**config.mk**
```make
export PLATFORM = sky130hd
export DESIGN_NAME = router_fsm
export DESIGN_NICKNAME = d
export VERILOG_FILES = /design/src/rtl/router_pkg.sv /design/src/rtl/router_fsm_wdog.sv /design/src/rtl/router_fsm.sv
export SDC_FILE = /design/constraint.sdc
export NUM_CORES = 1
export LEC_CHECK = 0
export BUFFER_PORTS_ARGS = -buffer_cell sky130_fd_sc_hd__buf_2
export CORE_AREA = 2 2 39 41
export DETAILED_ROUTE_END_ITERATION = 6
export DIE_AREA = 0 0 41 43
export PLACE_DENSITY = 0.68
export SLEW_MARGIN = 40
export SYNTH_ARGS = -nofsm -noshare
export SYNTH_HDL_FRONTEND = slang
export SYNTH_SLANG_ARGS = --single-unit
```
**constraint.sdc**
```tcl
create_clock -name clock -period 1.85 [get_ports clock]
set_clock_uncertainty 0.15 [all_clocks]
set_input_delay 0.0925 -clock clock [delete_from_list [all_inputs] [get_ports clock]]
set_output_delay 0.0925 -clock clock [all_outputs]
set_load 0.1 [all_outputs]
```
**src/rtl/router_pkg.sv**
```systemverilog
// Shared types and constants for the 1x3 router packet-reception controller.
package router_pkg;

  typedef enum logic [2:0] {
    DECODE_ADDRESS     = 3'd0,
    LOAD_FIRST_DATA    = 3'd1,
    LOAD_DATA          = 3'd2,
    LOAD_PARITY        = 3'd3,
    FIFO_FULL_STATE    = 3'd4,
    LOAD_AFTER_FULL    = 3'd5,
    WAIT_TILL_EMPTY    = 3'd6,
    CHECK_PARITY_ERROR = 3'd7
  } state_e;

  localparam logic [1:0]  ADDR_INVALID = 2'b11;
  localparam int unsigned NUM_PORTS    = 3;

  // Per-port flag lookup; the invalid address selects nothing.
  function automatic logic port_sel(input logic [NUM_PORTS-1:0] flags, input logic [1:0] idx);
    logic r;
    case (idx)
      2'd0:    r = flags[0];
      2'd1:    r = flags[1];
      2'd2:    r = flags[2];
      default: r = 1'b0;
    endcase
    return r;
  endfunction

endpackage

```
**src/rtl/router_fsm_wdog.sv**
```systemverilog
// Watchdog for router_fsm: counts cycles spent waiting and flags expiry.
module router_fsm_wdog
  import router_pkg::*;
#(
  parameter int unsigned TIMEOUT_CYCLES = 30
) (
  input  logic clk_i,
  input  logic rst_i,
  input  logic run_i,
  input  logic suppress_i,
  output logic expire_o,
  output logic timeout_err_o
);

  localparam int unsigned     CW    = $clog2(TIMEOUT_CYCLES + 1);
  localparam logic [CW-1:0]   LIMIT = CW'(TIMEOUT_CYCLES);

  logic [CW-1:0] cnt_q, cnt_d;
  logic          err_q, err_d;

  always_comb begin
    expire_o = run_i && (cnt_q == LIMIT);
    cnt_d    = '0;
    if (run_i) cnt_d = expire_o ? cnt_q : cnt_q + CW'(1);
    // A soft reset on the same edge takes precedence, so no error is reported.
    err_d    = expire_o && !suppress_i;
  end

  always_ff @(posedge clk_i) begin
    if (rst_i) begin
      cnt_q <= '0;
      err_q <= 1'b0;
    end else begin
      cnt_q <= cnt_d;
      err_q <= err_d;
    end
  end

  assign timeout_err_o = err_q;

endmodule

```
**src/rtl/router_fsm.sv**
```systemverilog
// Packet-reception controller for the 1x3 router.
// Optional watchdog on WAIT_TILL_EMPTY / FIFO_FULL_STATE: define ROUTER_FSM_TIMEOUT_EN.
module router_fsm
  import router_pkg::*;
#(
  parameter int unsigned TIMEOUT_CYCLES = 30
) (
  input  logic       clock,
  input  logic       reset,
  input  logic       pkt_valid,
  input  logic [1:0] data_in,
  input  logic       parity_done,
  input  logic       low_pkt_valid,
  input  logic       fifo_full,
  input  logic       fifo_empty_0,
  input  logic       fifo_empty_1,
  input  logic       fifo_empty_2,
  input  logic       soft_reset_0,
  input  logic       soft_reset_1,
  input  logic       soft_reset_2,
  output logic       detect_add,
  output logic       lfd_state,
  output logic       ld_state,
  output logic       laf_state,
  output logic       full_state,
  output logic       write_enb_reg,
  output logic       rst_int_reg,
  output logic       busy,
  output logic       timeout_err
);

  state_e     state_q, state_d;
  logic [1:0] addr_q, addr_d;
  logic [1:0] sel_idx;
  logic       fifo_empty_sel, soft_reset_sel, wdog_expire;

  // The live header selects the port while decoding; afterwards the latched one does.
  assign sel_idx        = (state_q == DECODE_ADDRESS) ? data_in : addr_q;
  assign fifo_empty_sel = port_sel({fifo_empty_2, fifo_empty_1, fifo_empty_0}, sel_idx);
  assign soft_reset_sel = port_sel({soft_reset_2, soft_reset_1, soft_reset_0}, sel_idx);

`ifdef ROUTER_FSM_TIMEOUT_EN
  logic wdog_run;
  assign wdog_run = (state_q == WAIT_TILL_EMPTY) || (state_q == FIFO_FULL_STATE);

  router_fsm_wdog #(.TIMEOUT_CYCLES(TIMEOUT_CYCLES)) u_wdog (
    .clk_i        (clock),
    .rst_i        (reset),
    .run_i        (wdog_run),
    .suppress_i   (soft_reset_sel),
    .expire_o     (wdog_expire),
    .timeout_err_o(timeout_err)
  );
`else
  logic unused_timeout_cycles;
  assign unused_timeout_cycles = ^TIMEOUT_CYCLES;
  assign wdog_expire           = 1'b0;
  assign timeout_err           = 1'b0;
`endif

  always_comb begin
    state_d = state_q;
    addr_d  = addr_q;
    if (state_q == DECODE_ADDRESS && pkt_valid) addr_d = data_in;

    if (state_q != DECODE_ADDRESS && soft_reset_sel) begin
      state_d = DECODE_ADDRESS;
    end else if (wdog_expire) begin
      state_d = DECODE_ADDRESS;
    end else begin
      case (state_q)
        DECODE_ADDRESS:
          if (pkt_valid && data_in != ADDR_INVALID)
            state_d = fifo_empty_sel ? LOAD_FIRST_DATA : WAIT_TILL_EMPTY;
        LOAD_FIRST_DATA:    state_d = LOAD_DATA;
        LOAD_DATA:
          if (fifo_full)       state_d = FIFO_FULL_STATE;
          else if (!pkt_valid) state_d = LOAD_PARITY;
        FIFO_FULL_STATE:
          if (!fifo_full) state_d = LOAD_AFTER_FULL;
        LOAD_AFTER_FULL:
          if (parity_done)        state_d = DECODE_ADDRESS;
          else if (low_pkt_valid) state_d = LOAD_PARITY;
          else                    state_d = LOAD_DATA;
        LOAD_PARITY:        state_d = CHECK_PARITY_ERROR;
        CHECK_PARITY_ERROR: state_d = fifo_full ? FIFO_FULL_STATE : DECODE_ADDRESS;
        WAIT_TILL_EMPTY:
          if (fifo_empty_sel) state_d = LOAD_FIRST_DATA;
        default:            state_d = DECODE_ADDRESS;
      endcase
    end
  end

  always_ff @(posedge clock) begin
    if (reset) begin
      state_q <= DECODE_ADDRESS;
      addr_q  <= '0;
    end else begin
      state_q <= state_d;
      addr_q  <= addr_d;
    end
  end

  always_comb begin
    detect_add    = (state_q == DECODE_ADDRESS);
    lfd_state     = (state_q == LOAD_FIRST_DATA);
    ld_state      = (state_q == LOAD_DATA);
    laf_state     = (state_q == LOAD_AFTER_FULL);
    full_state    = (state_q == FIFO_FULL_STATE);
    rst_int_reg   = (state_q == CHECK_PARITY_ERROR);
    write_enb_reg = (state_q == LOAD_DATA) || (state_q == LOAD_PARITY) ||
                    (state_q == LOAD_AFTER_FULL);
    busy          = !((state_q == DECODE_ADDRESS) || (state_q == LOAD_DATA));
  end

endmodule

```
# Word-level counts from Yosys, hierarchy flattened
# Cells that the tools add are included.
[totals] out_inout_bits=9 word_cells=41 input_bits=14 reg_bits=5
[classes] reduce_logical=12 eq_ne=14 muxes=13
[ops] operator="$pmux 3 s8" count=1
[ops] operator="$mux 3" count=7
[ops] operator="$eq 3x3->1 const B" count=4
[ops] operator="$eq 3x2->1 const B" count=2
[ops] operator="$ne 2x2->1 const B" count=3
[ops] operator="$pmux 1 s3" count=2
[ops] operator="$mux 2" count=2
[ops] operator="$reduce_and 4->1" count=1
[ops] operator="$eq 3x1->1 const B" count=1
[ops] operator="$logic_and 1x1->1" count=3
[ops] operator="$logic_not 3->1" count=1
[ops] operator="$logic_or 1x1->1" count=3
[ops] operator="$ne 3x3->1 const B" count=1
[ops] operator="$reduce_bool 3->1" count=1
[ops] operator="$eq 2x1->1 const B" count=1
[ops] operator="$eq 2x2->1 const B" count=1
[ops] operator="$logic_not 2->1" count=1
[ops] operator="$ne 2x1->1 const B" count=1
[ops] operator="$reduce_or 2->1" count=1
[ops] operator="$logic_not 1->1" count=1
[ops] operator="$mux 1" count=1

# Logic depth before layout (Yosys ltp)
[depth] depth_word=7 depth_mapped=6 ltp_nobuf=5

# Least setup slack after synthesis
# No wires, ideal clock.
[synth_path] path_kind="reg2out" start="reg state_q[1]" end="out write_enb_reg" t_required_ns=1.607 arrival_time_ns=2.768 path_slack_ns=-1.161 path_stages_with_launch=5 n_path_buf=1 path_cell_list="dfxtp_1 > buf_4 > inv_1 > nand2_1 > o21ai_0"
[synth_between] elab_chain_len=3 word_cells_on_any_way=5 classes_between="3 x eq/ne; 2 x reduce/logical"
[synth_lines] item="from (decl)" line_no="router_fsm.sv:32" rtl="state_e state_q, state_d;"
[synth_lines] item="from (signal assigned)" line_no="router_fsm.sv:99" rtl="state_q <= state_d;"
[synth_lines] item="$eq 3x2->1" line_no="router_fsm.sv:111" rtl="write_enb_reg = (state_q == LOAD_DATA) || (state_q == LOAD_PARITY) ||"
[synth_lines] item="$logic_or 1x1->1" line_no="router_fsm.sv:111"
[synth_lines] item="$logic_or 1x1->1 (*)" line_no="router_fsm.sv:111"
[synth_lines] item="to (decl)" line_no="router_fsm.sv:26" rtl="output logic write_enb_reg,"
# Every way passes the cells marked *; elsewhere a longest branch is shown, timed or not.

# Worst setup path after layout
[layout_path] start="reg state_q[2]" end="reg state_q[0]"
[layout_between] elab_chain_len=7 word_cells_on_any_way=25 classes_between="13 x eq/ne; 6 x mux; 6 x reduce/logical"
[layout_lines] item="$logic_not 3->1" line_no="router_fsm.sv:38, router_fsm.sv:71"
[layout_lines] item="$mux 2" line_no="router_fsm.sv:38" rtl="assign sel_idx = (state_q == DECODE_ADDRESS) ? data_in : addr_q;"
[layout_lines] item="$eq 2x2->1 (tied with other cells)" line_no="router_pkg.sv:21" rtl="case (idx)"
[layout_lines] item="$pmux 1 s3" line_no="router_pkg.sv:21"
[layout_lines] item="$mux 3" line_no="router_fsm.sv:74" rtl="state_d = fifo_empty_sel ? LOAD_FIRST_DATA : WAIT_TILL_EMPTY;"
[layout_lines] item="$mux 3" line_no="router_fsm.sv:73" rtl="if (pkt_valid && data_in != ADDR_INVALID)"
[layout_lines] item="$pmux 3 s8" line_no="router_fsm.sv:71" rtl="case (state_q)"
# Parallel ways exist; a longest one is shown, timed or not. The select of a mux whose other input is x is not followed.
# A chain may end at the register's enable or synchronous reset.

==> impl_metrics.env <==
export IMPL_status="complete, no violations"
export IMPL_grt_usage_pct=16.9
export IMPL_ys_top_cells_by_count="nand2_1, nor2_1, dfxtp_1, a21oi_1"
export IMPL_cp_start_kind="register"
export IMPL_period_share_pct=93.8
export IMPL_portBuffers=21
export IMPL_synth_compound_area_share_pct=24.9
export IMPL_clock_root_buffer="clkbuf_4"
export IMPL_holdPathStages=3
export IMPL_async_flop_share_pct=0
export IMPL_globalplace_congestion=0.832
export IMPL_grt_pass1_vias=506
export IMPL_hp_class="in2reg"
export IMPL_synth_simple_area_share_pct=35.0
export IMPL_synthMuxAreaShare_pct=9.33
export IMPL_multiInputGateArea_um2=365
export IMPL_synthesis_nets=77
export IMPL_placed_cell_area_um2=729
export IMPL_holdWs_ns=0.0127
export IMPL_post_cts_setup_buffer_count=0
export IMPL_ys_types=30
export IMPL_worstSetupPathType="reg2reg"
export IMPL_cts_sinks=5
export IMPL_drt_iter0_drc=9
export IMPL_grt_max_degree=9
export IMPL_path_buf_inv=1
export IMPL_numCtsBuffers=3
export IMPL_yosysWarnings=0
export IMPL_synth_edff_count=0
export IMPL_dieArea_um2=1760
export IMPL_hold_path_startpoint="data_in[1]"
export IMPL_synth_fa_ha_area_share_pct=0
export IMPL_core_area_um2=1380
export IMPL_h_tree_depth=1
export IMPL_antenna_left=0
export IMPL_synthTopCellsByArea="dfxtp_1, mux2i_1, nand2_1"
export IMPL_grt_pass1_wl_um=2000
export IMPL_ys_ff_latch=5
export IMPL_dr_pass1_iters=4
export IMPL_design_area_um2=779
export IMPL_core_rowCount=14
export IMPL_clk_pin_slew_worst_paths_ns=0.04
export IMPL_syn_to_final_growth_pct=61.4
export IMPL_yosysTopAreaCell="dfxtp_1"
export IMPL_crit_fanout=8
export IMPL_clockBufferDepth=2
export IMPL_via_per_inst=5.13
export IMPL_crit_required_ns=1.86
export IMPL_drc=0
export IMPL_rsz0062_at_grt="false"
export IMPL_crit_chain="nor3_4 > buf_4 > and4bb_2 > nor3_2 > o221ai_1 > nor3b_1"
export IMPL_worstSkewPairLatency_ns=0.24
export IMPL_initial_utilization_pct=34.9
export IMPL_regToRegStartpoint="state_q[2]$_SDFFE_PP0P_"
export IMPL_n_antenna_cell=0
export IMPL_period_needed_ns=1.74
export IMPL_drv_cap=0
export IMPL_synth_cells=63
export IMPL_gr_total_overflow=0
export IMPL_dp_hpwl_um=1010
export IMPL_syn_area_um2=483
export IMPL_slew_violations=0
export IMPL_min_to="addr_q[1]$_SDFFE_PP0P_"
export IMPL_r2r_end="state_q[0]$_SDFFE_PP0P_"
export IMPL_die_w_um=41
export IMPL_synth_top_family_by_area="simple AND/OR/NAND/NOR gates"
export IMPL_fillers=133
export IMPL_fin_nets=106
export IMPL_seq_area_um2=100
export IMPL_ys_seq_area_share_pct=20.7
export IMPL_die_h_um=43
export IMPL_cpPeakStageDelay_ns=0.34
export IMPL_routed_wl_um=1220
export IMPL_critPathCaptureType="register"
export IMPL_vias=549
export IMPL_synth_top_area_share_pct=20.7
export IMPL_setup_violations=0
export IMPL_avgSynthCellArea_um2=7.67
export IMPL_antenna_found_initial=0
export IMPL_cts_tree="yes"
export IMPL_boundaryPins=23
export IMPL_fmax_ghz=0.576
export IMPL_ys_flop_type="dfxtp_1"
export IMPL_wire_per_inst_um=11.4
export IMPL_cp_top_family="simple AND/OR/NAND/NOR gates"
export IMPL_finalHoldViolations=0
export IMPL_yosysMostFrequentCell="nand2_1"
export IMPL_cp_arrival_ns=1.75
export IMPL_drive_above_1_share_pct=44.0
export IMPL_rrSetupSlack_ns=0.11
export IMPL_slowest_stage="dfxtp_1"
export IMPL_synthXorXnorAreaFrac_pct=0
export IMPL_r2r_cells=6
==> metal layers <==
| layer | track usage (%) | vias up | routed length (um) |
|---|---|---|---|
| met3 | 7.85 | 2 | 124 |
| met2 | 27.5 | 28 | 597 |
| met1 | 19.1 | 237 | 495 |
| met5 | 0 | - | 0 |
| li1 | - | 282 | - |
| met4 | 4.00 | 0 | 6 |
==> flip-flops by register name, summed over array words and instances (netlist names) <==
register and count:
addr_q 2, state_q 3
==> stage by stage <==
step                util (%)  std cells  TNS (ns)  setup slack, ns
floorplan                  -         63     -2.92           -0.665
global placement        52.7        101         0            0.108
detailed placement      52.7        101         0            0.118
CTS                     56.1        107         0           0.0645
global route            56.3        107         0          0.00379
finish                  56.3        107         0            0.114
==> placed cells by master, fill, tap and decap left out, types with 4 or more instances in the layout <==
cell type	netlist	layout
buf_12	0	6
buf_4	3	5
a21oi_1	4	4
nor2_1	6	4
nand2_1	8	8
buf_2	0	15
dfxtp_1	5	5
==> worst max-delay path by stage <==
stage                                        from                       to  slack (ns)  cells after the start
after floorplan           state_q[2]$_SDFFE_PP0P_  state_q[2]$_SDFFE_PP0P_       -0.66                      6
after global placement    state_q[2]$_SDFFE_PP0P_  state_q[0]$_SDFFE_PP0P_        0.11                      6
after detailed placement  state_q[2]$_SDFFE_PP0P_  state_q[0]$_SDFFE_PP0P_        0.12                      6
after CTS                 state_q[1]$_SDFFE_PP0P_            write_enb_reg        0.06                      5
after global routing      state_q[2]$_SDFFE_PP0P_   addr_q[0]$_SDFFE_PP0P_       0.004                      6
final                     state_q[2]$_SDFFE_PP0P_  state_q[0]$_SDFFE_PP0P_        0.11                      6
==> cell type report <==
type	count	area share, %
clock buffer	4	3.37
inverter	3	1.93
multi-input combinational	51	46.9
sequential	5	12.8
tap	16	2.57
timing repair buffer	28	32.4
==> tightest hold or removal path, cell delays in order <==
cell and delay (ns):
buf_2 0.12, nand3_1 0.07, a21oi_1 0.06
==> what timing repair did <==
item                                    in CTS  in global routing
endpoints found under the setup margin       0                  1
gates resized for setup                      0                  1
endpoints found under the hold margin        2                  0
hold buffers                                 2                  0
==> cell families (layout without fill, tap and decap cells) <==
group / count (synthesis) / after routing
multiplexers: 4 / 4
AND/OR/NAND/NOR: 30 / 30
buffers and inverters: 7 / 35
AO/OA/AOI/OAI: 16 / 16
other: 1 / 1
flip-flops: 5 / 5
Power is left out: the tool's default activity adds up to more than one toggle a clock period on the data nets, which glitch-free logic cannot reach.
